File: src/rtl/sdram_pkg.sv
// Shared types and helpers for the SDRAM Avalon bridge: FSM state encoding,
// lane geometry helpers and byte-enable generation.
package sdram_pkg;

  typedef enum logic [1:0] {
    IDLE  = 2'd0,
    WREQ  = 2'd1,
    RREQ  = 2'd2,
    RWAIT = 2'd3
  } state_e;

  // Widest byte-enable vector the helper can produce (512-bit controller)
  localparam int unsigned BE_MAX_W = 64;

  function automatic int unsigned lanes_of(input int unsigned user_dw, input int unsigned avl_dw);
    return avl_dw / user_dw;
  endfunction

  function automatic int unsigned lane_w_of(input int unsigned user_dw, input int unsigned avl_dw);
    return $clog2(avl_dw / user_dw);
  endfunction

  // lane_bytes ones placed at the byte offset of the selected lane
  function automatic logic [BE_MAX_W-1:0] lane_be(input int unsigned lane,
                                                  input int unsigned lane_bytes);
    logic [BE_MAX_W-1:0] ones;
    ones = '0;
    for (int unsigned i = 0; i < BE_MAX_W; i++) begin
      if (i < lane_bytes) ones[i] = 1'b1;
    end
    return ones << (lane * lane_bytes);
  endfunction

endpackage

File: src/rtl/sdram_lane_mux.sv
// Combinational lane steering: byte enables and write-data replication for the
// write lane, and extraction of the read lane from a controller word.
module sdram_lane_mux
  import sdram_pkg::*;
#(
  parameter int unsigned USER_DW = 8,
  parameter int unsigned AVL_DW  = 32,
  localparam int unsigned LANES  = lanes_of(USER_DW, AVL_DW),
  localparam int unsigned LANE_W = lane_w_of(USER_DW, AVL_DW),
  localparam int unsigned BE_W   = AVL_DW / 8
) (
  input  logic [LANE_W-1:0]  wr_lane_i,
  input  logic [USER_DW-1:0] wdata_i,
  input  logic [LANE_W-1:0]  rd_lane_i,
  input  logic [AVL_DW-1:0]  rdata_i,
  output logic [BE_W-1:0]    be_o,
  output logic [AVL_DW-1:0]  wdata_rep_o,
  output logic [USER_DW-1:0] rdata_lane_o
);

  assign be_o        = BE_W'(lane_be(32'(wr_lane_i), USER_DW / 8));
  assign wdata_rep_o = {LANES{wdata_i}};

  always_comb begin
    rdata_lane_o = '0;
    for (int unsigned i = 0; i < LANES; i++) begin
      if (rd_lane_i == LANE_W'(i)) rdata_lane_o = rdata_i[i*USER_DW +: USER_DW];
    end
  end

endmodule

File: src/rtl/sdram_avl_bridge.sv
// Narrow collector port to wide Avalon-MM SDRAM controller bridge with read timeout.
// Optional one-word read cache is built when SDRAM_BRIDGE_READ_CACHE_EN is defined.
module sdram_avl_bridge
  import sdram_pkg::*;
#(
  parameter int unsigned ADDR_W    = 21,
  parameter int unsigned USER_DW   = 8,
  parameter int unsigned AVL_DW    = 32,
  parameter int unsigned TO_CYCLES = 255,
  localparam int unsigned LANE_W   = lane_w_of(USER_DW, AVL_DW),
  localparam int unsigned WORD_W   = ADDR_W - LANE_W,
  localparam int unsigned BE_W     = AVL_DW / 8
) (
  input  logic                i_clk,
  input  logic                i_rst,
  input  logic [ADDR_W-1:0]   i_addr,
  input  logic [USER_DW-1:0]  i_D,
  input  logic                i_re,
  input  logic                i_we,
  output logic [USER_DW-1:0]  o_D,
  output logic                o_valid,
  output logic                o_busy,
  output logic                o_err,
  output logic [WORD_W-1:0]   o_avl_addr,
  output logic [BE_W-1:0]     o_avl_be,
  output logic [AVL_DW-1:0]   o_avl_wdata,
  output logic                o_avl_read_req,
  output logic                o_avl_write_req,
  output logic                o_avl_burstbegin,
  output logic                o_avl_size,
  input  logic                i_avl_ready,
  input  logic [AVL_DW-1:0]   i_avl_rdata,
  input  logic                i_avl_rdata_valid
);

  localparam int unsigned CNT_W = $clog2(TO_CYCLES + 1);

  state_e               state_q, state_d;
  logic [WORD_W-1:0]    word_q, word_d;
  logic [LANE_W-1:0]    lane_q, lane_d;
  logic [USER_DW-1:0]   rd_q, rd_d;
  logic                 valid_q, valid_d;
  logic                 err_q, err_d;
  logic                 busy_q, busy_d;
  logic                 rreq_q, rreq_d;
  logic                 wreq_q, wreq_d;
  logic                 bb_q, bb_d;
  logic [BE_W-1:0]      be_q, be_d;
  logic [AVL_DW-1:0]    wdata_q, wdata_d;
  logic [CNT_W-1:0]     cnt_q, cnt_d;

  logic [WORD_W-1:0]    addr_word_c;
  logic [LANE_W-1:0]    addr_lane_c;
  logic [BE_W-1:0]      be_c;
  logic [AVL_DW-1:0]    wrep_c;
  logic [USER_DW-1:0]   rlane_c;
  logic                 to_c;
  logic                 hit_c;
  logic [USER_DW-1:0]   hit_data_c;

  assign addr_word_c = i_addr[ADDR_W-1:LANE_W];
  assign addr_lane_c = i_addr[LANE_W-1:0];
  assign to_c        = (cnt_q == CNT_W'(TO_CYCLES - 1));

  sdram_lane_mux #(
    .USER_DW (USER_DW),
    .AVL_DW  (AVL_DW)
  ) u_lane_mux (
    .wr_lane_i    (addr_lane_c),
    .wdata_i      (i_D),
    .rd_lane_i    (lane_q),
    .rdata_i      (i_avl_rdata),
    .be_o         (be_c),
    .wdata_rep_o  (wrep_c),
    .rdata_lane_o (rlane_c)
  );

`ifdef SDRAM_BRIDGE_READ_CACHE_EN
  localparam int unsigned LANES = lanes_of(USER_DW, AVL_DW);

  logic                 cvalid_q, cvalid_d;
  logic [WORD_W-1:0]    ctag_q, ctag_d;
  logic [AVL_DW-1:0]    cdata_q, cdata_d;

  assign hit_c = cvalid_q && (ctag_q == addr_word_c);

  always_comb begin
    hit_data_c = '0;
    for (int unsigned i = 0; i < LANES; i++) begin
      if (addr_lane_c == LANE_W'(i)) hit_data_c = cdata_q[i*USER_DW +: USER_DW];
    end
  end

  // Fill on returned data, drop on timeout, write-through on an accepted write to the cached word
  always_comb begin
    cvalid_d = cvalid_q;
    ctag_d   = ctag_q;
    cdata_d  = cdata_q;
    if (state_q == RWAIT && i_avl_rdata_valid) begin
      cvalid_d = 1'b1;
      ctag_d   = word_q;
      cdata_d  = i_avl_rdata;
    end else if (state_q == RWAIT && to_c) begin
      cvalid_d = 1'b0;
    end else if (state_q == IDLE && !i_re && i_we && hit_c) begin
      for (int unsigned i = 0; i < LANES; i++) begin
        if (addr_lane_c == LANE_W'(i)) cdata_d[i*USER_DW +: USER_DW] = i_D;
      end
    end
  end

  always_ff @(posedge i_clk) begin
    if (i_rst) begin
      cvalid_q <= 1'b0;
    end else begin
      cvalid_q <= cvalid_d;
    end
  end

  always_ff @(posedge i_clk) begin
    ctag_q  <= ctag_d;
    cdata_q <= cdata_d;
  end
`else
  assign hit_c      = 1'b0;
  assign hit_data_c = '0;
`endif

  // Next-state and registered-output logic
  always_comb begin
    state_d = state_q;
    word_d  = word_q;
    lane_d  = lane_q;
    rd_d    = rd_q;
    valid_d = 1'b0;
    err_d   = 1'b0;
    busy_d  = busy_q;
    rreq_d  = rreq_q;
    wreq_d  = wreq_q;
    bb_d    = 1'b0;
    be_d    = be_q;
    wdata_d = wdata_q;
    cnt_d   = cnt_q;

    unique case (state_q)
      IDLE: begin
        busy_d  = 1'b0;
        rreq_d  = 1'b0;
        wreq_d  = 1'b0;
        be_d    = '0;
        wdata_d = '0;
        if (i_re && hit_c) begin
          rd_d    = hit_data_c;
          valid_d = 1'b1;
        end else if (i_re) begin
          state_d = RREQ;
          word_d  = addr_word_c;
          lane_d  = addr_lane_c;
          busy_d  = 1'b1;
          rreq_d  = 1'b1;
          bb_d    = 1'b1;
          be_d    = '1;
        end else if (i_we) begin
          state_d = WREQ;
          word_d  = addr_word_c;
          lane_d  = addr_lane_c;
          busy_d  = 1'b1;
          wreq_d  = 1'b1;
          bb_d    = 1'b1;
          be_d    = be_c;
          wdata_d = wrep_c;
        end
      end
      WREQ: begin
        if (i_avl_ready) begin
          state_d = IDLE;
          busy_d  = 1'b0;
          wreq_d  = 1'b0;
          be_d    = '0;
          wdata_d = '0;
        end
      end
      RREQ: begin
        if (i_avl_ready) begin
          state_d = RWAIT;
          rreq_d  = 1'b0;
          be_d    = '0;
          cnt_d   = '0;
        end
      end
      RWAIT: begin
        // Data arriving on the final allowed cycle still beats the timeout
        if (i_avl_rdata_valid) begin
          state_d = IDLE;
          busy_d  = 1'b0;
          rd_d    = rlane_c;
          valid_d = 1'b1;
        end else if (to_c) begin
          state_d = IDLE;
          busy_d  = 1'b0;
          err_d   = 1'b1;
        end else begin
          cnt_d = cnt_q + CNT_W'(1);
        end
      end
      default: state_d = IDLE;
    endcase
  end

  always_ff @(posedge i_clk) begin
    if (i_rst) begin
      state_q <= IDLE;
      word_q  <= '0;
      lane_q  <= '0;
      rd_q    <= '0;
      valid_q <= 1'b0;
      err_q   <= 1'b0;
      busy_q  <= 1'b0;
      rreq_q  <= 1'b0;
      wreq_q  <= 1'b0;
      bb_q    <= 1'b0;
      be_q    <= '0;
      wdata_q <= '0;
      cnt_q   <= '0;
    end else begin
      state_q <= state_d;
      word_q  <= word_d;
      lane_q  <= lane_d;
      rd_q    <= rd_d;
      valid_q <= valid_d;
      err_q   <= err_d;
      busy_q  <= busy_d;
      rreq_q  <= rreq_d;
      wreq_q  <= wreq_d;
      bb_q    <= bb_d;
      be_q    <= be_d;
      wdata_q <= wdata_d;
      cnt_q   <= cnt_d;
    end
  end

  assign o_D              = rd_q;
  assign o_valid          = valid_q;
  assign o_busy           = busy_q;
  assign o_err            = err_q;
  assign o_avl_addr       = word_q;
  assign o_avl_be         = be_q;
  assign o_avl_wdata      = wdata_q;
  assign o_avl_read_req   = rreq_q;
  assign o_avl_write_req  = wreq_q;
  assign o_avl_burstbegin = bb_q;
  assign o_avl_size       = 1'b1;

endmodule

File: config.mk
export PLATFORM = sky130hd
export DESIGN_NAME = sdram_avl_bridge
export DESIGN_NICKNAME = d
export VERILOG_FILES = /design/src/rtl/sdram_pkg.sv /design/src/rtl/sdram_lane_mux.sv /design/src/rtl/sdram_avl_bridge.sv
export SDC_FILE = /design/constraint.sdc
export NUM_CORES = 1
export LEC_CHECK = 0
export BUFFER_PORTS_ARGS = -buffer_cell sky130_fd_sc_hd__buf_4
export CAP_MARGIN = 10
export CORE_MARGIN = 1.5
export CORE_UTILIZATION = 41
export DETAILED_ROUTE_END_ITERATION = 7
export PLACE_DENSITY_LB_ADDON = 0.12
export SYNTH_ARGS = -nofsm -noshare
export SYNTH_HDL_FRONTEND = slang
export SYNTH_SLANG_ARGS = --single-unit
File: constraint.sdc
create_clock -name i_clk -period 1.8 [get_ports i_clk]
set_input_delay 0.36 -clock i_clk [delete_from_list [all_inputs] [get_ports i_clk]]
set_output_delay 0.36 -clock i_clk [all_outputs]
set_load 0.01 [all_outputs]
==> results of run 1 <==
==> synth_stat cells (2+ instances only) <==
master / instances
nand3_1: 2
o31ai_1: 4
nand3b_1: 2
dfxtp_1: 57
mux4_2: 8
nor2b_1: 4
o21ai_0: 6
or4_1: 2
nor2_1: 19
clkbuf_1: 12
a21oi_1: 41
ha_1: 6
nand2_1: 70
a22oi_1: 8
buf_4: 26
inv_1: 7
o21a_1: 2
and3b_1: 2
nor3_1: 2
o311ai_0: 2
mux2i_1: 2
or3_1: 3
nand2b_1: 3
a21boi_1: 2
nand4_1: 4
==> flip-flops by register name (all words and copies together), names as in the netlist <==
signal,flops
o_avl_write_req,1
o_D,8
o_busy,1
o_valid,1
lane_q,2
state_q,2
o_avl_addr,19
o_avl_read_req,1
o_avl_be,4
o_avl_burstbegin,1
cnt_q,8
o_avl_wdata,8
o_err,1
==> worst max-delay path by stage <==
stage	endpoint	start	slack, ns
floorplan	cnt_q[7]	state_q[0]	0.13
global placement	o_avl_wdata[28]	state_q[1]	0.11
detailed placement	cnt_q[5]	state_q[0]	0.03
CTS	cnt_q[5]	state_q[0]	0.03
global route	cnt_q[7]	state_q[1]	0.01
finish	cnt_q[5]	state_q[0]	0.09
==> report_power, final <==
group	total, mW	switching [mW]	internal [mW]
Clock	1.15	0.477	0.673
Combinational	1.80	0.934	0.870
Sequential	1.64	0.148	1.50
Total	4.60	1.56	3.04
==> what timing repair did <==
action,in CTS,in global routing
setup buffers,0,0
gates resized for setup,0,3
endpoints found under the hold margin,0,0
endpoints found under the setup margin,0,12
hold buffers,0,0
==> logic make-up (layout without fill, tap and decap cells) <==
kind of cell,count (synthesis),count (layout)
mux,11,11
flops,57,57
other cells,1,1
fa+ha+maj,6,6
simple gates,118,118
buf+inv,47,165
compound gates,74,74
==> layer usage <==
metal,vias to the layer above,track usage (%),share of wire [%]
met3,9,5.34,7.3
met5,-,0,0
met2,86,28.5,49
li1,1292,-,-
met4,0,9.84,1.7
met1,1171,21.0,42
==> worst reg2reg max path: cells and delay by family, from the launching register on <==
family | cells | cell delay, ns
AOI/OAI and AO/OA | 2 | 0.28
adders and majority gates | 1 | 0.23
buffers and inverters | 1 | 0.07
DFF | 1 | 0.35
muxes | 1 | 0.24
and+or+nand+nor | 1 | 0.49
==> final cells by class <==
cell class / instances / area, sq um / share of cell area [%]
multi-input combinational: 210 / 1290 / 33.8
clock buffer: 13 / 149 / 3.91
inverter: 7 / 26.3 / 0.690
clock inverter: 3 / 40.0 / 1.05
sequential: 57 / 1140 / 30.0
timing repair buffer: 142 / 1070 / 28.0
tap: 77 / 96.3 / 2.53
==> reports/qor.txt, run 1 <==
status -> completed
Die X -> 84.1 microns
Worst Setup End Kind -> flip-flop
hold path endpoint -> o_avl_wdata[27]
Placed Instance Area -> 3610 sq um
setup slack at placement -> 0.0336 ns
Antenna Nets Post-Route -> 0
post-synthesis compound-gate area fraction -> 17.1%
Worst-Skew Late Latency -> 0.33 ns
drc violations -> 0
WL/cell -> 12.7 microns
crit start category -> flip-flop
drt pass-1 iters -> 4
grt total ovfl -> 0
adder-cell share of the synthesized area -> 2.79%
CTS buffer count -> 9
worst min path class -> input pin to flip-flop
post-synthesis register bit count -> 57
synth warn -> 0
synth top area cells -> dfxtp_1 (42%), nand2_1 (9.7%), a21oi_1 (7.6%)
CP top delay family -> simple AND/OR/NAND/NOR gates
CP Max Fanout -> 9
Setup Viol. Count Final -> 0
EDFF count, synth -> 0
R2R Path Start -> state_q[0]
Placed Cells -> 493
fin crit period -> 1.71 ns
mapped cell area -> 2700 sq um
Clock Skew -> 0.00451 ns
final instance area -> 3810 sq um
overall power -> 4.60 mW
Area Growth Syn to Fin -> 41.2%
initial antenna violation count -> 0
Clock Pin Slew Worst Setup and Hold Paths -> 0.06 ns
CTS Buffer Depth -> 2
Filler cells -> 582
Final Wtd Congestion -> 0.795
sequential share of the synthesized area -> 42.3%
Post-Synth Simple-Gate Area -> 19.5%
setup repair after global routing missed its margin -> no
CTS tree -> done
Setup Total Neg Slack -> 0 ns
diode count -> 0
syn_area_per_cell -> 8.58 sq um
clock sink count -> 57
CTS Root Buffer Type -> clkbuf_8
DRT Wirelength -> 6.45 mm
Iter 0 DRT Violations -> 84
CP Depth -> 6
top_reg_cell synth -> dfxtp_1
core footprint -> 6350 sq um
Crit-path slowest cell -> or4_1
Die Span Y -> 84.1 microns
Port Buffers -> 135
most common cell after layout, fill and taps aside -> buf_4
commonest cells after routing, fill and taps aside -> buf_4 (142), nand2_1 (70), dfxtp_1 (56), a21oi_1 (41), nor2_1 (18)
Leak -> 1.74 nW
initial core utilization -> 42.4%
CP Data Arrival Time -> 1.98 ns
nets@finish -> 500
final worst slack -> 0.0868 ns
detailed placer's ending HPWL -> 4.83 mm
Synth area leader -> dfxtp_1
PwrDens -> 1210 nW/um^2
worst path cell trace -> inv_1 -> ha_1 -> mux2_4 -> o211ai_4 -> or4_1 -> a21boi_1
R2R Setup Slk -> 0.09 ns
multiplexer share of the synthesized area -> 7.99%
CTS H-tree lvls -> 3
Synth top area share -> 42.3%
final hold slack -> 0.258 ns
Worst Path Buf+Inv -> 1
Final Hold Fails -> 0
Req. time, crit path -> 2.07 ns
XOR/XNOR Fraction of Synth Area -> 0%
std cell rows -> 29
Distinct cells, synth -> 43
vias -> 2558
Util after Layout -> 59.9%
main combinational cell family by area after synthesis -> simple AND/OR/NAND/NOR gates
fmax -> 584 MHz
via/cell ratio -> 5.03
relative slew slack -> 38.6%
kind of critical path -> flip-flop to flip-flop
first-pass GRT wire length -> 10.0 mm
max incr delay on CP -> 0.49 ns
post-synthesis cell count -> 314
Mapped Nets -> 387
Tcrit/Tclk final -> 95.2%
vias in the first global route -> 2207
fin. max-slew vios -> 0
HP Start -> i_D[3]
Post-synth ARST share -> 0%
Reg-to-Reg End -> cnt_q[5]
Tightest Pin Transition -> 0.921 ns
Reg2Reg Depth -> 6
Total GRT Usage -> 17.7%
layout cell share with drive strength beyond 1 -> 39.1%
VDD IR max -> 0.704 mV
largest net degree at the start of global routing -> 37
Max Cap Viol -> 0
die area -> 7070 sq um
IO Pins -> 137
hold depth -> 3
Cell Count, Final, Fillers Out -> 509
(Power assumes the default switching activity.)
==> run 2: changes to the inputs <==
Settings changed: SLEW_MARGIN from default to 15.
Clock period 1.8 ns to 1.4 ns, I/O delays scaled along.
==> run 2 against run 1 <==
The run now ends with negative setup slack left. Fmax rose by 9.2%. Total power rose by 76%. Non-clock buffer count rose by 35. Flip-flop and latch count is the same. Final cell count rose by 7.1%. Setup slack worse by 0.26 ns. Final area up 24%. Critical endpoint unchanged. Largest cell class unchanged.
==> reports/qor.txt, run 2 (synthesized netlist as in run 1, its figures left out) <==
Worst-Skew Late Latency -> 0.34 ns (about the same)
Clock Skew -> 0.00672 ns (+0.00222 ns)
initial antenna violation count -> 0 (unchanged)
CP Data Arrival Time -> 1.84 ns (-0.14 ns)
Setup Viol. Count Final -> 46 (+46)
Leak -> 2.12 nW (+22%)
crit start category -> flip-flop
commonest cells after routing, fill and taps aside -> buf_4 (161), dfxtp_1 (54), nand2_1 (36), a21oi_2 (24), nand2_4 (18)
DRT Wirelength -> 8.31 mm (+29%)
CTS Root Buffer Type -> clkbuf_8
Port Buffers -> 135 (unchanged)
IO Pins -> 137 (unchanged)
setup repair after global routing missed its margin -> yes
Die Span Y -> 84.1 microns (unchanged)
grt total ovfl -> 0 (unchanged)
Area Growth Syn to Fin -> 74.8%
detailed placer's ending HPWL -> 5.22 mm (+8.2%)
CTS H-tree lvls -> 3 (unchanged)
std cell rows -> 29 (unchanged)
# hold bufs at CTS -> 0 (unchanged)
worst min path class -> input pin to flip-flop
PwrDens -> 1720 nW/um^2 (+42%)
Reg area -> 1150 sq um (+0.66%)
drc violations -> 0 (unchanged)
Tcrit/Tclk final -> 112% (+17 points)
CTS Buffer Depth -> 2 (unchanged)
Clock Pin Slew Worst Setup and Hold Paths -> 0.07 ns (about the same)
largest net degree at the start of global routing -> 23 (-38%)
CTS buffer count -> 9 (unchanged)
via/cell ratio -> 5.24 (+4.2%)
final worst slack -> -0.169 ns (-0.256 ns)
drt pass-1 iters -> 4 (unchanged)
status -> complete, but fails checks
Total GRT Usage -> 21.5% (+3.8 points)
VDD IR max -> 1.30 mV (+84%)
Worst Setup End Kind -> flip-flop
worst path cell trace -> inv_4 -> ha_4 -> mux2_4 -> o211ai_4 -> or4_1 -> a21boi_1
most common cell after layout, fill and taps aside -> buf_4
CTS tree -> done
Multi-input gate area -> 1750 sq um (+36%)
Final Hold Fails -> 0 (unchanged)
final hold slack -> 0.174 ns (-0.0840 ns)
vias in the first global route -> 2692 (+22%)
failing checks -> negative setup slack
fmax -> 637 MHz (+9.2%)
Crit-path slowest cell -> or4_1
max incr delay on CP -> 0.48 ns (about the same)
diode count -> 0 (unchanged)
die area -> 7070 sq um (unchanged)
Iter 0 DRT Violations -> 95 (+13%)
Die X -> 84.1 microns (unchanged)
layout cell share with drive strength beyond 1 -> 63.2% (+24 points)
clock sink count -> 57 (unchanged)
fin. max-slew vios -> 0 (unchanged)
first-pass GRT wire length -> 12.2 mm (+22%)
Final Wtd Congestion -> 0.804 (+1.1%)
vias -> 2854 (+12%)
WL/cell -> 15.2 microns (+20%)
max reg flops -> 19 (unchanged)
Filler cells -> 445 (-24%)
Antenna Nets Post-Route -> 0 (unchanged)
Req. time, crit path -> 1.67 ns (-0.40 ns)
initial core utilization -> 42.4% (unchanged)
core footprint -> 6350 sq um (unchanged)
CP Max Fanout -> 6 (-3)
Max Cap Viol -> 0 (unchanged)
nets@finish -> 536 (+7.2%)
fin crit period -> 1.57 ns (-0.144 ns)
kind of critical path -> flip-flop to flip-flop
Setup Total Neg Slack -> -5.37 ns (-5.37 ns)
[run 2: cell types whose count changed in the layout (fill, tap and decap cells not counted), sizes merged]
cell	before	now
clkbuf	13	15
buf	142	175
and3b	2	3
[run 2: worst paths after layout]
check	startpoint	to	slack, ns	cells past startpoint
max	state_q[0]	cnt_q[5]	-0.17	6
min	i_D[0]	o_avl_wdata[24]	0.17	3
max reg2reg	state_q[0]	cnt_q[5]	-0.17	6
min reg2reg	o_avl_addr[0]	o_avl_addr[0]	0.46	2
[run 2: worst max-delay path: cells and delay by family (launching register included)]
| family | cells | cell delay, ns |
|---|---|---|
| simple gates | 1 | 0.48 |
| flops | 1 | 0.38 |
| mux | 1 | 0.22 |
| compound gates | 2 | 0.22 |
| fa+ha+maj | 1 | 0.16 |
| buf+inv | 1 | 0.04 |
[run 2: timing repair]
action | in CTS | in global routing
setup buffers | 3 | 6
gates resized for setup | 34 | 97
endpoints found under the setup margin | 44 | 45
gates cloned | 2 | 4
pin swaps | 14 | 48
[run 2: cell type report]
type	instances	area share (%)
Tap cell	77	2.04
Timing Repair Buffer	177	30.7
Sequential cell	57	24.4
Inverter	7	0.664
Multi-Input combinational cell	211	37.2
Clock buffer	13	4.04
Clock inverter	3	0.929
[run 2: per-stage QoR]
stage          area, sq um  util (%)  worst slack (ns)  std cells  total power [mW]
6_report              4710      74.2            -0.169        545              8.11
5_1_grt               4710      74.2            -0.233        545              8.50
4_1_cts               4260      67.1            -0.178        535              7.13
3_5_place_dp          3850      60.6            -0.199        514              4.93
3_3_place_gp          3850      60.6            -0.131        514              4.88
2_1_floorplan         2740         -            -0.124        314              3.66
[run 2: power by group]
part	switching, mW	total (mW)	internal, mW
clock network	0.681	1.76	1.08
logic	1.96	4.14	2.18
registers	0.272	2.21	1.94
[run 2: routing by layer]
layer	GRT usage [%]	up-vias	part of all wire, %
li1	-	1373	-
met1	24.9	1360	39
met2	37.6	113	53
met3	5.84	8	7.3
met4	8.49	0	0.82
met5	0	-	0
